**src/rtl/ecall_unit_if.sv**
```systemverilog
// Ecall handshake bundle between the CPU controller and the ecall responder.
// The controller (master) drives the request and register operands; the
// responder (slave) returns the done strobe and the a0 write-back.
interface ecall_unit_if;
    logic        ecall;
    logic [31:0] a7;
    logic [31:0] a0;
    logic        ecall_done;
    logic        reg_wen;
    logic [31:0] reg_wdata;

    modport master (
        output ecall, a7, a0,
        input  ecall_done, reg_wen, reg_wdata
    );

    modport slave (
        input  ecall, a7, a0,
        output ecall_done, reg_wen, reg_wdata
    );
endinterface

```
**src/rtl/ecall_unit.sv**
```systemverilog
// Ecall responder: decodes the service number in a7 and prints an integer to
// the display latch, reads the switches after a confirm press, or halts.
// Optional macro ECALL_DEBOUNCE_EN adds a stable-level debounce counter on the
// synchronized confirm button (DEBOUNCE_CYCLES consecutive differing cycles).
module ecall_unit #(
    parameter int unsigned SW_WIDTH        = 16,
    parameter int unsigned DEBOUNCE_CYCLES = 1000000
) (
    input  logic                clk,
    input  logic                rst,
    input  logic [SW_WIDTH-1:0] sw_i,
    input  logic                btn_confirm_i,
    ecall_unit_if.slave         bus,
    output logic [31:0]         disp_data_o,
    output logic                disp_valid_o,
    output logic                waiting_input_o,
    output logic                halted_o
);

    localparam logic [31:0] SVC_PRINT_INT = 32'd1;
    localparam logic [31:0] SVC_READ_INT  = 32'd5;
    localparam logic [31:0] SVC_EXIT      = 32'd10;

    typedef enum logic [2:0] {
        S_IDLE,
        S_DECODE,
        S_WAIT_PRESS,
        S_DONE,
        S_HALT
    } state_e;

    // ------------------------------------------------------------------
    // Input conditioning
    // ------------------------------------------------------------------
    logic [SW_WIDTH-1:0] sw_s1_q, sw_s2_q;
    logic                btn_s1_q, btn_s2_q;
    logic                btn_level;
    logic                btn_prev_q;
    logic                btn_rise;

    // Two-flop synchronizers for the asynchronous switches and button.
    always_ff @(posedge clk or negedge rst) begin
        if (!rst) begin
            sw_s1_q  <= '0;
            sw_s2_q  <= '0;
            btn_s1_q <= 1'b0;
            btn_s2_q <= 1'b0;
        end else begin
            sw_s1_q  <= sw_i;
            sw_s2_q  <= sw_s1_q;
            btn_s1_q <= btn_confirm_i;
            btn_s2_q <= btn_s1_q;
        end
    end

`ifdef ECALL_DEBOUNCE_EN
    localparam int unsigned DB_W = (DEBOUNCE_CYCLES > 1) ? $clog2(DEBOUNCE_CYCLES) : 1;

    logic [DB_W-1:0] db_cnt_q;
    logic            btn_cond_q;

    // Accept a new button level only after it has been stable long enough;
    // any return to the current level restarts the count.
    always_ff @(posedge clk or negedge rst) begin
        if (!rst) begin
            db_cnt_q   <= '0;
            btn_cond_q <= 1'b0;
        end else if (btn_s2_q == btn_cond_q) begin
            db_cnt_q   <= '0;
        end else if (db_cnt_q >= DB_W'(DEBOUNCE_CYCLES - 1)) begin
            btn_cond_q <= btn_s2_q;
            db_cnt_q   <= '0;
        end else begin
            db_cnt_q   <= db_cnt_q + DB_W'(1);
        end
    end

    assign btn_level = btn_cond_q;
`else
    assign btn_level = btn_s2_q;
`endif

    // Previous conditioned level, tracked continuously so a button already
    // held on entry to WAIT_PRESS never looks like a fresh press.
    always_ff @(posedge clk or negedge rst) begin
        if (!rst) begin
            btn_prev_q <= 1'b0;
        end else begin
            btn_prev_q <= btn_level;
        end
    end

    assign btn_rise = btn_level & ~btn_prev_q;

    // ------------------------------------------------------------------
    // Service FSM
    // ------------------------------------------------------------------
    state_e      state_q, state_d;
    logic [31:0] a7_q, a7_d;
    logic [31:0] a0_q, a0_d;
    logic [31:0] disp_data_q, disp_data_d;
    logic        disp_valid_q, disp_valid_d;
    logic [31:0] reg_wdata_q, reg_wdata_d;
    logic        ecall_done_q, ecall_done_d;
    logic        reg_wen_q, reg_wen_d;
    logic        waiting_q, waiting_d;
    logic        halted_q, halted_d;

    // Next-state and next-output decode; everything holds unless changed.
    always_comb begin
        state_d      = state_q;
        a7_d         = a7_q;
        a0_d         = a0_q;
        disp_data_d  = disp_data_q;
        disp_valid_d = disp_valid_q;
        reg_wdata_d  = reg_wdata_q;

        case (state_q)
            S_IDLE: begin
                if (bus.ecall) begin
                    a7_d    = bus.a7;
                    a0_d    = bus.a0;
                    state_d = S_DECODE;
                end
            end
            S_DECODE: begin
                if (a7_q == SVC_PRINT_INT) begin
                    disp_data_d  = a0_q;
                    disp_valid_d = 1'b1;
                    state_d      = S_DONE;
                end else if (a7_q == SVC_READ_INT) begin
                    state_d = S_WAIT_PRESS;
                end else if (a7_q == SVC_EXIT) begin
                    state_d = S_HALT;
                end else begin
                    state_d = S_DONE;
                end
            end
            S_WAIT_PRESS: begin
                // A dropped request means the pipeline was flushed.
                if (!bus.ecall) begin
                    state_d = S_IDLE;
                end else if (btn_rise) begin
                    reg_wdata_d = 32'(sw_s2_q);
                    state_d     = S_DONE;
                end
            end
            S_DONE: begin
                state_d = S_IDLE;
            end
            S_HALT: begin
                state_d = S_HALT;
            end
            default: begin
                state_d = S_IDLE;
            end
        endcase

        ecall_done_d = (state_d == S_DONE);
        reg_wen_d    = (state_q == S_WAIT_PRESS) && (state_d == S_DONE);
        waiting_d    = (state_d == S_WAIT_PRESS);
        halted_d     = halted_q | (state_d == S_HALT);
    end

    // State and registered outputs.
    always_ff @(posedge clk or negedge rst) begin
        if (!rst) begin
            state_q      <= S_IDLE;
            a7_q         <= '0;
            a0_q         <= '0;
            disp_data_q  <= '0;
            disp_valid_q <= 1'b0;
            reg_wdata_q  <= '0;
            ecall_done_q <= 1'b0;
            reg_wen_q    <= 1'b0;
            waiting_q    <= 1'b0;
            halted_q     <= 1'b0;
        end else begin
            state_q      <= state_d;
            a7_q         <= a7_d;
            a0_q         <= a0_d;
            disp_data_q  <= disp_data_d;
            disp_valid_q <= disp_valid_d;
            reg_wdata_q  <= reg_wdata_d;
            ecall_done_q <= ecall_done_d;
            reg_wen_q    <= reg_wen_d;
            waiting_q    <= waiting_d;
            halted_q     <= halted_d;
        end
    end

    assign bus.ecall_done  = ecall_done_q;
    assign bus.reg_wen     = reg_wen_q;
    assign bus.reg_wdata   = reg_wdata_q;
    assign disp_data_o     = disp_data_q;
    assign disp_valid_o    = disp_valid_q;
    assign waiting_input_o = waiting_q;
    assign halted_o        = halted_q;

endmodule

```
**src/flat_wrapper.sv**
```systemverilog
// flat-port wrapper written by rule: the top's interface ports become plain ports
module ecall_unit_flat 
#(
    parameter int unsigned SW_WIDTH        = 16,
    parameter int unsigned DEBOUNCE_CYCLES = 1000000
)
  (clk, rst, sw_i, btn_confirm_i, disp_data_o, disp_valid_o, waiting_input_o, halted_o, bus_ecall, bus_a7, bus_a0, bus_ecall_done, bus_reg_wen, bus_reg_wdata);
  ecall_unit_if bus_i ();
  input  logic clk;
  input  logic rst;
  input  logic [SW_WIDTH-1:0] sw_i;
  input  logic btn_confirm_i;
  output logic [31:0] disp_data_o;
  output logic disp_valid_o;
  output logic waiting_input_o;
  output logic halted_o;
  input wire logic [$bits(bus_i.ecall)-1:0] bus_ecall;
  input wire logic [$bits(bus_i.a7)-1:0] bus_a7;
  input wire logic [$bits(bus_i.a0)-1:0] bus_a0;
  output wire logic [$bits(bus_i.ecall_done)-1:0] bus_ecall_done;
  output wire logic [$bits(bus_i.reg_wen)-1:0] bus_reg_wen;
  output wire logic [$bits(bus_i.reg_wdata)-1:0] bus_reg_wdata;
  assign bus_i.ecall = bus_ecall;
  assign bus_i.a7 = bus_a7;
  assign bus_i.a0 = bus_a0;
  assign bus_ecall_done = bus_i.ecall_done;
  assign bus_reg_wen = bus_i.reg_wen;
  assign bus_reg_wdata = bus_i.reg_wdata;
  ecall_unit #(.SW_WIDTH(SW_WIDTH), .DEBOUNCE_CYCLES(DEBOUNCE_CYCLES)) u_core (.clk(clk), .rst(rst), .sw_i(sw_i), .btn_confirm_i(btn_confirm_i), .bus(bus_i), .disp_data_o(disp_data_o), .disp_valid_o(disp_valid_o), .waiting_input_o(waiting_input_o), .halted_o(halted_o));
endmodule
```
**config.mk**
```make
export PLATFORM = sky130hd
export DESIGN_NAME = ecall_unit_flat
export DESIGN_NICKNAME = d
export VERILOG_FILES = /design/src/rtl/ecall_unit_if.sv /design/src/rtl/ecall_unit.sv /design/src/flat_wrapper.sv
export SDC_FILE = /design/constraint.sdc
export NUM_CORES = 1
export LEC_CHECK = 0
export CAP_MARGIN = 20
export CORE_AREA = 2 2 154 156
export CTS_CLUSTER_DIAMETER = 40
export DETAILED_ROUTE_END_ITERATION = 10
export DIE_AREA = 0 0 156 158
export HOLD_SLACK_MARGIN = 0.12
export SLEW_MARGIN = 20
export SYNTH_ARGS = -nofsm -noshare
export SYNTH_HDL_FRONTEND = slang
export SYNTH_SLANG_ARGS = --single-unit
```
**constraint.sdc**
```tcl
create_clock -name clk -period 2 [get_ports clk]
set_clock_uncertainty 0.2 [all_clocks]
set_input_delay 0.2 -clock clk [delete_from_list [all_inputs] [get_ports clk]]
set_output_delay 0.2 -clock clk [all_outputs]
set_load 0.01 [all_outputs]
```
==> impl_metrics.toml <==
[run_status]
outcome = "finished, violations left"
failed_checks = "negative setup slack"

[clock_network]
clk_pin_slew_worst_paths_ns = 0.06
clock_latency_ns = 0.41
cts_buffer_depth = 2
cts_tree = "built"
cts.sinks = 155
htreeDepth = 4
cts_made_buffers = 17
root_buffer = "clkbuf_16"

[global_route]
grt.total_usage_pct = 10.88
grt_pass1_wl_mm = 20.07
first_global_vias = 3750
grt_max_degree = 51
antenna_found_initial = 0
overflow = 0

[drt]
wl_mm = 13.28
drt_iter0_drc = 160
drt-pass1-iter-count = 4
drc_errors = 0
via_count = 3379
via_per_inst = 4.052
wl_per_cell_um = 15.92
antenna_left = 0

[timing]
min_period_ns = 2.271
finalHoldViolCount = 0
final_max_slew_viol_count = 0
rsz0062_at_grt = "yes"
post-route-period-util_pct = 113.6
fmax_mhz = 440.3
setup_ws_ns = -0.2712
setup_tns_ns = -8.064
setup_violations = 32

[yosys]
synth.area.top_cells = "dfrtp_1 (69%), mux2_2 (22%), buf_4 (2.1%), buf_6 (1.8%), nor4_1 (0.78%)"
yosysTopAreaCellShare_pct = 68.80
yosys.area.top_type = "dfrtp_1"
ys_seq_area_share_pct = 68.80
async_reset_ff_share_pct = 100.0
yosys_warnings = 0
syn-cell-area_um2 = 5638
synthDistinctLibCells = 25
post-synth-top-count-cell = "dfrtp_1"
synth_common_cells = "dfrtp_1 (155), mux2_2 (110), buf_4 (16), buf_6 (9), nor4_1 (7)"
synth_edf_count = 0
synth_ff_type = "dfrtp_1"
synthesis.instances = 337
synth_seq_cells = 155
postSynthAreaPerCell_um2 = 16.73

[pwr]
ir_worst_vdd_mv = 0.4933
p_total_mw = 10.58
power_density_nw_per_um2 = 1225
leakage_nw = 3.721

[worst_setup_path]
startpoint = "u_core.a7_q[14]"
criticalPathCategory = "reg2reg"
crit_path_end = "u_core.disp_data_o[30]"
worst_setup_path_end_kind = "register"
r2r_cells = 7
timing.rr.end = "u_core.disp_data_o[30]"
r2r_start = "u_core.a7_q[14]"
cp_data_required_time_ns = 2.09
cp_max_fo = 8
crit_arrival_ns = 2.37
r2r_slack_ns = -0.27
worstSetupStartpointType = "register"

[flow_run]
max-cap-violations = 0

[layout]
area_growth_pct = 53.24
drive_gt1_share_pct = 34.93
antenna_cells = 0
final_nets = 618
final_cell_count_no_fill = 834

[placement]
dpl.hpwl_mm = 8.236
gp_congestion = 0.7248
port_buffers = 136
numPlacedInstances = 772

[floorplanning]
fp.coreArea_um2 = 23050
chipHeight_um = 158
die_x_um = 156
die_area_um2 = 24650
rows = 56
ioPinCount = 153
initial_core_util_pct = 24.46

[min_path]
hold_path.class = "reg2reg"
## cell usage in the layout, fill, tap and decap left out, drive strengths merged, types with 2 or more instances in the layout
master	Yosys	routed
dfrtp	155	155
clkdlybuf4s50	0	135
mux2	112	112
buf	27	33
clkbuf	0	24
dlygate4sd3	0	19
conb	1	16
nor4	8	8
nand2	5	5
o21ai	5	5
bufinv	0	4
a21oi	3	3
clkinv	0	3
nor2	3	3
nor3b	3	3
or2	3	3
nand2b	2	2
nand3	2	2
a2bb2oi	2	2
## repair_timing
item / CTS / global route
pin swaps: 5 / 6
hold endpoints to repair: 172 / 0
hold buffers: 19 / 0
gates cloned: 4 / 3
gates resized for setup: 28 / 17
buffers inserted: 6 / 2
endpoints found under the setup margin: 84 / 100
## cell type report
type                       instances  area, um^2
timing repair buffer             190        2046
clock inverter                     8       142.6
clock buffer                      21       470.5
fill                            2131       14410
sequential                       155        3879
inverter                           1       3.754
multi-input combinational        169        1735
tap                              290       362.8
## power breakdown
part,internal [mW],switching [mW]
Combinational,1.72,0.940
Clock,2.16,1.20
Sequential,4.05,0.510
## critical path, stage by stage (launching register included)
cell and delay [ns]:
dfrtp_1 0.40, nor4_4 0.30, buf_4 0.15, nand4_1 0.17
nor4_4 0.22, buf_4 0.21, buf_8 0.15, mux2_2 0.33
## layer usage
metal  share of wire (%)  vias to the layer above  track usage, %
li1                    -                     1538               -
met1                  42                     1726           12.72
met2                  50                      101           18.29
met3                 6.4                       14           3.915
met4                 1.4                        0           4.325
met5                   0                        -               0
## kinds of logic (layout without fill, tap and decap cells)
logic type	count (synthesis)	after routing	share of synthesized area, %
flip-flops	155	155	68.80
other	1	16	0.06651
buffers and inverters	28	220	4.172
multiplexers	112	112	22.37
AND/OR/NAND/NOR	30	30	3.396
AO/OA/AOI/OAI	11	11	1.198
## flip-flops by register name (all words and copies together), names as in the netlist, 3 cells and up
| signal | cells |
|---|---|
| u_core.sw_s2_q | 16 |
| u_core.a0_q | 32 |
| u_core.disp_data_o | 32 |
| u_core.bus.reg_wdata | 16 |
| u_core.sw_s1_q | 16 |
| u_core.a7_q | 32 |
| u_core.state_q | 3 |
## how the worst min path moves through the flow
stage	startpoint	to	slack [ns]	cells past startpoint
finish	u_core.sw_s1_q[13]	u_core.sw_s2_q[13]	0.15	0
floorplan	rst	u_core.a0_q[0]	-0.30	0
global route	u_core.sw_s1_q[12]	u_core.sw_s2_q[12]	0.16	0
detailed placement	rst	u_core.disp_data_o[8]	-0.02	1
CTS	u_core.sw_s1_q[0]	u_core.sw_s2_q[0]	0.15	0
global placement	rst	u_core.disp_data_o[2]	-0.03	1
## per-stage QoR
step                util, %  instance area, um^2  hold slack, ns  setup WS, ns
finish                37.48                 8640          0.1467       -0.2712
global placement      32.21                 7426        -0.03046       -0.3560
detailed placement    32.21                 7426        -0.01540       -0.4150
global route          37.48                 8640          0.1566       -0.3827
CTS                   36.76                 8474          0.1490       -0.3290
floorplan                 -                 5699         -0.2956       -0.1047
Note: power is estimated with default switching activity, not from simulation.
